File: src/rtl/simple_processor_pkg.sv
// simple_processor_pkg: shared types and sizing for the simple processor.
//   DATA_WIDTH     - datapath / register width
//   NUM_REGS       - architectural register count (x0 reads as zero)
//   REG_ADDR_WIDTH - register address width
//   IMM_WIDTH      - shift immediate width
//   func_t         - execute-stage operation code
//   uses_rs2()     - whether an operation reads its second source register
package simple_processor_pkg;

  localparam int unsigned DATA_WIDTH     = 32;
  localparam int unsigned NUM_REGS       = 32;
  localparam int unsigned REG_ADDR_WIDTH = $clog2(NUM_REGS);
  localparam int unsigned IMM_WIDTH      = 6;

  // Codes 4..7 are unassigned; they are treated as reading rs1 and rs2.
  typedef enum logic [2:0] {
    SLL  = 3'd0,
    SLLI = 3'd1,
    SLR  = 3'd2,
    SLRI = 3'd3
  } func_t;

  function automatic logic uses_rs2(input func_t func);
    return !((func == SLLI) || (func == SLRI));
  endfunction

endpackage

File: src/rtl/reg_file.sv
// reg_file: register storage with two combinational read ports and one
// write port. Register 0 is hardwired to zero. A write-back presented in the
// same cycle as a read is forwarded to the read port.
//   clk, rst_n         - clock, synchronous active-low reset (zeros all regs)
//   wb_valid/addr/data - write port
//   rs1_addr, rs1_data - read port A
//   rs2_addr, rs2_data - read port B
module reg_file
  import simple_processor_pkg::*;
#(
  parameter int unsigned DATA_WIDTH = simple_processor_pkg::DATA_WIDTH,
  parameter int unsigned NUM_REGS   = simple_processor_pkg::NUM_REGS,
  parameter int unsigned ADDR_WIDTH = $clog2(NUM_REGS)
) (
  input  logic                  clk,
  input  logic                  rst_n,
  input  logic                  wb_valid,
  input  logic [ADDR_WIDTH-1:0] wb_addr,
  input  logic [DATA_WIDTH-1:0] wb_data,
  input  logic [ADDR_WIDTH-1:0] rs1_addr,
  output logic [DATA_WIDTH-1:0] rs1_data,
  input  logic [ADDR_WIDTH-1:0] rs2_addr,
  output logic [DATA_WIDTH-1:0] rs2_data
);

  logic [DATA_WIDTH-1:0] regs [NUM_REGS];

  always_ff @(posedge clk) begin
    if (!rst_n) begin
      for (int unsigned i = 0; i < NUM_REGS; i++) begin
        regs[i] <= '0;
      end
    end else if (wb_valid && (wb_addr != '0)) begin
      regs[wb_addr] <= wb_data;
    end
  end

  always_comb begin
    rs1_data = '0;
    if (rs1_addr == '0) begin
      rs1_data = '0;
    end else if (wb_valid && (wb_addr == rs1_addr)) begin
      rs1_data = wb_data;
    end else begin
      rs1_data = regs[rs1_addr];
    end
  end

  always_comb begin
    rs2_data = '0;
    if (rs2_addr == '0) begin
      rs2_data = '0;
    end else if (wb_valid && (wb_addr == rs2_addr)) begin
      rs2_data = wb_data;
    end else begin
      rs2_data = regs[rs2_addr];
    end
  end

endmodule

File: src/rtl/operand_fetch.sv
// operand_fetch: accepts decoded instructions, reads operands (with
// write-back forwarding), stalls on RAW/WAW hazards via a busy-bit
// scoreboard, and presents operands to the execute stage in a single
// registered valid/ready slot.
//   clk_i, rst_ni              - clock, synchronous active-low reset
//   dec_*                      - decoded instruction in (valid/ready)
//   ex_*                       - operands out to the execute stage (valid/ready)
//   wb_valid_i/rd_addr_i/data_i - write-back from the execute stage
module operand_fetch
  import simple_processor_pkg::*;
#(
  parameter int unsigned DATA_WIDTH = simple_processor_pkg::DATA_WIDTH,
  parameter int unsigned NUM_REGS   = 32,
  parameter int unsigned ADDR_WIDTH = $clog2(NUM_REGS)
) (
  input  logic                  clk_i,
  input  logic                  rst_ni,
  input  logic                  dec_valid_i,
  output logic                  dec_ready_o,
  input  func_t                 dec_func_i,
  input  logic [ADDR_WIDTH-1:0] dec_rs1_addr_i,
  input  logic [ADDR_WIDTH-1:0] dec_rs2_addr_i,
  input  logic [ADDR_WIDTH-1:0] dec_rd_addr_i,
  input  logic [IMM_WIDTH-1:0]  dec_imm_i,
  output logic                  ex_valid_o,
  input  logic                  ex_ready_i,
  output func_t                 ex_func_o,
  output logic [DATA_WIDTH-1:0] ex_rs1_data_o,
  output logic [DATA_WIDTH-1:0] ex_rs2_data_o,
  output logic [IMM_WIDTH-1:0]  ex_imm_o,
  output logic [ADDR_WIDTH-1:0] ex_rd_addr_o,
  input  logic                  wb_valid_i,
  input  logic [ADDR_WIDTH-1:0] wb_rd_addr_i,
  input  logic [DATA_WIDTH-1:0] wb_data_i
);

  logic [NUM_REGS-1:0]   busy;
  logic [NUM_REGS-1:0]   busy_next;
  logic [NUM_REGS-1:0]   wb_clear;
  logic [NUM_REGS-1:0]   busy_live;
  logic                  hazard;
  logic                  accept;
  logic [DATA_WIDTH-1:0] rs1_data;
  logic [DATA_WIDTH-1:0] rs2_data;

  reg_file #(
    .DATA_WIDTH (DATA_WIDTH),
    .NUM_REGS   (NUM_REGS),
    .ADDR_WIDTH (ADDR_WIDTH)
  ) u_reg_file (
    .clk      (clk_i),
    .rst_n    (rst_ni),
    .wb_valid (wb_valid_i),
    .wb_addr  (wb_rd_addr_i),
    .wb_data  (wb_data_i),
    .rs1_addr (dec_rs1_addr_i),
    .rs1_data (rs1_data),
    .rs2_addr (dec_rs2_addr_i),
    .rs2_data (rs2_data)
  );

  always_comb begin
    wb_clear = '0;
    if (wb_valid_i) begin
      wb_clear[wb_rd_addr_i] = 1'b1;
    end
  end

  // A register whose write-back lands this cycle is already resolved: the
  // forwarding path supplies its value, so it must not stall.
  assign busy_live = busy & ~wb_clear;

  always_comb begin
    hazard = busy_live[dec_rs1_addr_i] || busy_live[dec_rd_addr_i];
    if (uses_rs2(dec_func_i) && busy_live[dec_rs2_addr_i]) begin
      hazard = 1'b1;
    end
  end

  assign dec_ready_o = !hazard && (!ex_valid_o || ex_ready_i);
  assign accept      = dec_valid_i && dec_ready_o;

  // Set is applied after clear so a same-cycle set on the same register wins.
  always_comb begin
    busy_next = busy_live;
    if (accept && (dec_rd_addr_i != '0)) begin
      busy_next[dec_rd_addr_i] = 1'b1;
    end
    busy_next[0] = 1'b0;
  end

  always_ff @(posedge clk_i) begin
    if (!rst_ni) begin
      busy <= '0;
    end else begin
      busy <= busy_next;
    end
  end

  always_ff @(posedge clk_i) begin
    if (!rst_ni) begin
      ex_valid_o    <= 1'b0;
      ex_func_o     <= SLL;
      ex_rs1_data_o <= '0;
      ex_rs2_data_o <= '0;
      ex_imm_o      <= '0;
      ex_rd_addr_o  <= '0;
    end else if (accept) begin
      ex_valid_o    <= 1'b1;
      ex_func_o     <= dec_func_i;
      ex_rs1_data_o <= rs1_data;
      ex_rs2_data_o <= rs2_data;
      ex_imm_o      <= dec_imm_i;
      ex_rd_addr_o  <= dec_rd_addr_i;
    end else if (ex_ready_i) begin
      ex_valid_o <= 1'b0;
    end
  end

endmodule

File: config.mk
export PLATFORM = sky130hd
export DESIGN_NAME = operand_fetch
export DESIGN_NICKNAME = d
export VERILOG_FILES = /design/src/rtl/simple_processor_pkg.sv /design/src/rtl/reg_file.sv /design/src/rtl/operand_fetch.sv
export SDC_FILE = /design/constraint.sdc
export NUM_CORES = 2
export LEC_CHECK = 0
export ABC_AREA = 1
export CELL_PAD_IN_SITES_DETAIL_PLACEMENT = 1
export CELL_PAD_IN_SITES_GLOBAL_PLACEMENT = 1
export CORE_ASPECT_RATIO = 0.7
export CORE_MARGIN = 5
export CORE_UTILIZATION = 48
export DETAILED_ROUTE_END_ITERATION = 6
export PLACE_DENSITY = 0.89
export SETUP_SLACK_MARGIN = 0.5
export SLEW_MARGIN = 10
export SYNTH_ARGS = -nofsm -noshare
export SYNTH_HDL_FRONTEND = slang
export SYNTH_SLANG_ARGS = --single-unit
export TNS_END_PERCENT = 100
File: constraint.sdc
create_clock -name clk_i -period 4.5 [get_ports clk_i]
set_clock_uncertainty 0.1 [all_clocks]
set_input_delay 0.9 -clock clk_i [delete_from_list [all_inputs] [get_ports clk_i]]
set_output_delay 0.9 -clock clk_i [all_outputs]
set_load 0.05 [all_outputs]
* Word-level counts from Yosys, hierarchy flattened
Memory sizes are Yosys's and may differ from the RTL's. Index checks and enable logic that the tools add are counted.
Operators by class: magnitude comparators 6, eq/ne operators 4, mux-type cells 26, bitwise logic cells 3, reduce and logical (&&, ||, !) cells 21
Operators with widths (number):
- 32-bit 2-to-1 mux | 7
- 32-bit bitwise AND | 1
- 32-bit inverter | 1
- 32-bit bitwise OR | 1
- 32-bit OR reduction | 1
- 5-bit by 6-bit < comparator with 1-bit output (second input constant) | 4
- 1-bit binary-select mux with 5-bit select | 3
- 1-bit 2-to-1 mux | 13
- 1-bit demux with 5-bit select | 2
- 5-bit equality test | 2
- 5-bit by 1-bit >= comparator with 1-bit output (second input constant) | 2
- 5-bit zero test | 2
- 5-bit nonzero test | 2
- 1-bit logical AND | 9
- 5-bit 2-to-1 mux | 1
- 3-bit by 1-bit equality test with 1-bit output (second input constant) | 1
- 3-bit by 2-bit equality test with 1-bit output (second input constant) | 1
- 1-bit zero test | 3
- 1-bit logical OR | 3
- 2-bit nonzero test | 1
Storage, ports and cells: register bits after elaboration 111, RAM bits 1024, bits of input ports 66, output and inout port bits 80, logic and storage cells 69, memories 1
Memory list:
- u_reg_file.regs | depth 32, bits a word 32, rd ports 2, clocked after Yosys merged registers in 0, write ports 32, RTL line reg_file.sv:26 | logic [DATA_WIDTH-1:0] regs [NUM_REGS];

* Depth between registers and ports, before layout
depth after elaboration 16, gate-level depth with buffers 21, mapped depth without buffers 17

* Cells and area by module
From an unflattened synthesis, not the netlist that was laid out.
Unflattened totals: cell total of the unflattened synthesis 8226, area, all modules 63368.3 um2
Modules (own cells, without submodules):
- reg_file | instances 1, cells an instance 7424, area each 57998.1 um2, sequential area each 30749.5 um2
- operand_fetch | instances 1, cells an instance 802, area each 5370.2 um2, sequential area each 2202.1 um2

* Least setup slack after synthesis
OpenSTA, ideal clock, no wires.
kind input to register, from in wb_valid_i, to mem u_reg_file.regs[10][0], enable pin, library setup time 389 ps, data arrival time 3120 ps, data required time 4011 ps, path slack 891 ps, cell stages on the path 10, buffers on the path 4, cell sequence buf_2 -> clkbuf_1 -> nand2_1 -> inv_1 -> o21ai_0 -> clkinv_1 -> clkbuf_1 -> nand3_1 -> clkbuf_1 -> nand2_1
RTL lines:
- from (decl) | RTL line operand_fetch.sv:32 | input logic wb_valid_i,
- to (decl) | RTL line reg_file.sv:26

* Worst setup path after layout
from in dec_rs2_addr_i[2], to out dec_ready_o
Between the ends: longest elaborated chain between the ends 6
Ends and longest elaborated chain:
- from (decl) | RTL line operand_fetch.sv:22 | input logic [ADDR_WIDTH-1:0] dec_rs2_addr_i,
- 1-bit binary-select mux with 5-bit select | RTL line operand_fetch.sv:75 | if (uses_rs2(dec_func_i) && busy_live[dec_rs2_addr_i]) begin
- 1-bit 2-to-1 mux (implied by the code) | RTL line operand_fetch.sv:75
- 1-bit logical AND | RTL line operand_fetch.sv:75
- 1-bit 2-to-1 mux | RTL line operand_fetch.sv:75
- 1-bit zero test | RTL line operand_fetch.sv:80 | assign dec_ready_o = !hazard && (!ex_valid_o || ex_ready_i);
- 1-bit logical AND | RTL line operand_fetch.sv:80
- to (decl) | RTL line operand_fetch.sv:19 | output logic dec_ready_o,
Every way passes these cells. The select of a mux whose other input is x is not followed.

==> impl_results.md <==
- R2R cell count: 16
- IO buf count: approximately 150
- Sequential cell area: between 30000 and 40000 sq um
- Dpl cell area: between 60000 and 70000 sq um
- Crit Path Max Fanout: 9
- #FFs+latches synth: 1134
- Top cell by count, worst path: nor2_4
- Final antenna-violating net count: 0
- CTS tree: built
- Slowest-stage cell, CP: inv_2
- Footprint of the multi-input gates: about 22000 sq um
- Final WS setup: roughly 0.53 ns
- Core Footprint: about 120000 sq um
- IO Count: 146
- Mux share of post-synthesis cell area: 0
- Die ar.: 130200 sq um
- Initial antenna violation count: 17
- CTS root buffer: clkbuf_16
- Path type of the worst setup path: input pin to primary output
- Drt wl/cell: around 34 um
- Synthesized-area fraction occupied by adder cells: 0
- CP Cell Sequence: buf_4 -> inv_2 -> nor2_4 -> inv_1 -> a21oi_2 -> nor2_1 -> nand2_4 -> a21oi_4 -> nor2_4 -> buf_12
- Worst Hold Path EP: ex_rs1_data_o[15]
- Post-detail-place hpwl: approximately 180 mm
- Overall Global Routing Usage: 0.4308
- Post-synthesis compound-gate area fraction: 0.1903
- Reg2Reg Setup Slack: 1.37 ns
- Outcome: finished with violations
- Hold Path Stages: 2
- Critical path endpoint category: primary output
- Global placer's final weighted congestion: about 0.97
- CP Launch Type: input pin
- FFs w/ async S/R, synth: 0
- Pins Over Slew Limit: 0
- Syn. warnings: 0
- Clock buffer count from CTS: around 110
- Min-Delay Path Class: flop to flop
- CP delay by family, top: buffers and inverters
- Number of max-cap violations: 0
- Largest family of logic cells by synthesized area: compound AO/OA/AOI/OAI gates
- DRC violations left: 2
- Worst skew pair latency: ~0.8 ns
- First-pass DRT Iterations: 7
- F_max: around 250 MHz
- XOR/XNOR share of the synthesized area: 0.0002966
- Dominant synthesized flop cell: edfxtp_1
- Post-Route WL: just under 300 mm
- Seq/Total Area, Yosys: 0.5580
- Cell count after synthesis: about 6800
- Synth cell types: 41
- Vias/cell: around 7.1
- Maximum VDD drop: 336.1 uV
- # fillers: 13790
- # rows: between 100 and 150
- Vias: between 60000 and 70000
- Pre-CTS setup slack: -0.04322 ns
- Layout Cells excl Fill: approximately 8500
- Layout cells sized above 1: 0.1046
- # nets final: roughly 7000
- Failing checks: DRC
- EDFF count, synth: around 1000
- Post-route cell area: slightly below 70000 sq um
- Slew at the pin with the worst max-slew slack: 1.390 ns
- First-pass GRT wire length: between 400 and 500 mm
- Reg-to-Reg End: ex_rs1_data_o[23]
- Simple-gate share of the synthesized area: 0.1754
- Die extent in x: ~430 um
- Synth Cell Area: about 60000 sq um
- Worst slew margin: 0.07002
- Iter 0 DRT Violations: 11050
- Synthesized area per cell: slightly below 9 sq um
- Maximum root-to-sink buffer count: 3
- Clock Sinks: about 1100
- CP arrival: about 3.0 ns
- Final Hold Violating Endpoints: 0
- Delay of the slowest critical-path stage: around 0.39 ns
- Final setup violating endpoints: 0
- Global route total overflow: 0
- Post-layout min period: between 3 and 4 ns
- RSZ-0062 raised after global routing: false
- Lkg Pwr: between 0.02 and 0.03 uW
- Inst Count DP: between 8000 and 9000
- CTS H-tree depth: 3
- Die Ht: 303.5 um
- Worst path required time: 3.50 ns
- P&R area growth vs syn: 15.27%
- Hold Crit Start: ex_rs1_data_o[15]
- Hold_buf cts: 0
- WP buf/inv: 4
- Initial Util: 0.4842
- Worst flop-to-flop path startpoint: ex_valid_o
- CTS clk-pin slew, worst paths: 0.07 ns
- Vias in the first global route: slightly above 60000
- Pin count of the biggest net entering global routing: between 150 and 200
- PwrDens: 389.6 nW/um^2
- Fin crit share: 0.8820
cell type report:
class | count | share of cell area
multi-input combinational | 4492 | 0.3275
antenna | 12 | 0.0004411
clock inverter | 63 | 0.008235
inverter | 514 | 0.02889
sequential | 1134 | 0.4841
timing repair buffer | 537 | 0.07639
tap | 1635 | 0.03005
clock buffer | 142 | 0.04435
metal layers:
metal	part of all wire	wire length, um	global-route usage	vias up
li1	-	-	-	23660
met1	0.34	99840	0.5512	29230
met2	0.41	120000	0.6194	6093
met3	0.16	46880	0.1441	1574
met4	0.085	24800	0.2983	6
met5	0.00014	41	0	-
cells in the final DEF (no fill, tap or decap), types with 110 or more instances in the layout:
master           instances
clkbuf_16              115
o21ai_0                721
dfxtp_1                110
nand2_1                677
a21oi_1                564
clkdlybuf4s50_1        122
nor2_1                1428
edfxtp_1              1024
buf_4                  320
o221ai_1               229
nand3_1                237
inv_1                  496
metrics by stage:
| stage | util | hold WS, ns | total power, uW | setup TNS [ns] |
|---|---|---|---|---|
| floorplan | - | 0.3724 | 14660 | 0 |
| global placement | 0.5232 | 0.3509 | 16450 | -0.007215 |
| detailed placement | 0.5232 | 0.3687 | 16670 | -0.1257 |
| CTS | 0.5557 | 0.3861 | 26130 | 0 |
| global route | 0.5579 | 0.3946 | 26980 | 0 |
| finish | 0.5581 | 0.3822 | 26520 | 0 |
worst max path at each step:
| stage | start | endpoint | slack, ns | cells after the start |
|---|---|---|---|---|
| finish | dec_rs2_addr_i[2] | dec_ready_o | 0.53 | 10 |
| global placement | wb_rd_addr_i[3] | dec_ready_o | -0.007 | 15 |
| detailed placement | wb_rd_addr_i[3] | ex_rs2_data_o[18] | -0.04 | 18 |
| CTS | dec_rd_addr_i[3] | dec_ready_o | 0.51 | 14 |
| global route | wb_rd_addr_i[2] | dec_ready_o | 0.48 | 18 |
| floorplan | wb_valid_i | u_reg_file.regs[10][0] | 0.89 | 10 |
worst register-to-register path, cell delays in order (launching register included):
cell	delay, ns
dfxtp_1	0.32
nand2_1	0.34
nand2_1	0.12
nor2_2	0.12
nand2_1	0.07
nor2_2	0.15
nand3_2	0.14
nor2_2	0.13
nand3_2	0.09
nor2_4	0.14
buf_4	0.12
buf_4	0.10
buf_4	0.22
nand2_2	0.18
buf_12	0.25
o21ai_0	0.30
nor2_1	0.10
cell usage after synthesis (13+ instances only):
| cell type | n | area (sq um) |
|---|---|---|
| edfxtp_1 | 1024 | 30750 |
| o22ai_1 | 51 | 319.1 |
| inv_1 | 500 | 1877 |
| o221ai_1 | 229 | 2006 |
| dfxtp_1 | 110 | 2202 |
| nor2_1 | 1450 | 5443 |
| buf_1 | 53 | 198.9 |
| nand4_1 | 99 | 619.3 |
| a21oi_1 | 566 | 2833 |
| nand2_1 | 730 | 2740 |
| a221oi_1 | 66 | 578.1 |
| o2111ai_1 | 26 | 227.7 |
| nand3_1 | 281 | 1406 |
| clkbuf_1 | 510 | 1914 |
| o211ai_1 | 85 | 638.1 |
| o21ai_0 | 723 | 3618 |
| a22oi_1 | 83 | 623.1 |
| buf_2 | 69 | 345.3 |
| inv_2 | 13 | 48.80 |
what timing repair did:
action,4_1_cts,5_1_grt
endpoints found under the setup margin,1,1
pin swaps,23,26
gates resized for setup,70,53
setup buffers,17,9
cloned,1,0
report_power, final:
part	internal (uW)	total [uW]	switching [uW]	leakage (uW)
clock	5200	9680	4480	0.00177
combinational	1130	4440	3310	0.0136
sequential	12100	12400	326	0.0107
state kept, by name (all words and copies together) (netlist names):
register,cells
ex_imm_o,6
ex_rd_addr_o,5
ex_rs1_data_o,32
ex_func_o,3
ex_valid_o,1
ex_rs2_data_o,32
u_reg_file.regs,1024
busy,31
kinds of logic after synthesis:
logic type,after synthesis
XOR/XNOR,2
buffers and inverters,1158
flip-flops,1134
other,1
AND/OR/NAND/NOR,2580
AO/OA/AOI/OAI,1878
Note: power is estimated with default switching activity, not from simulation.
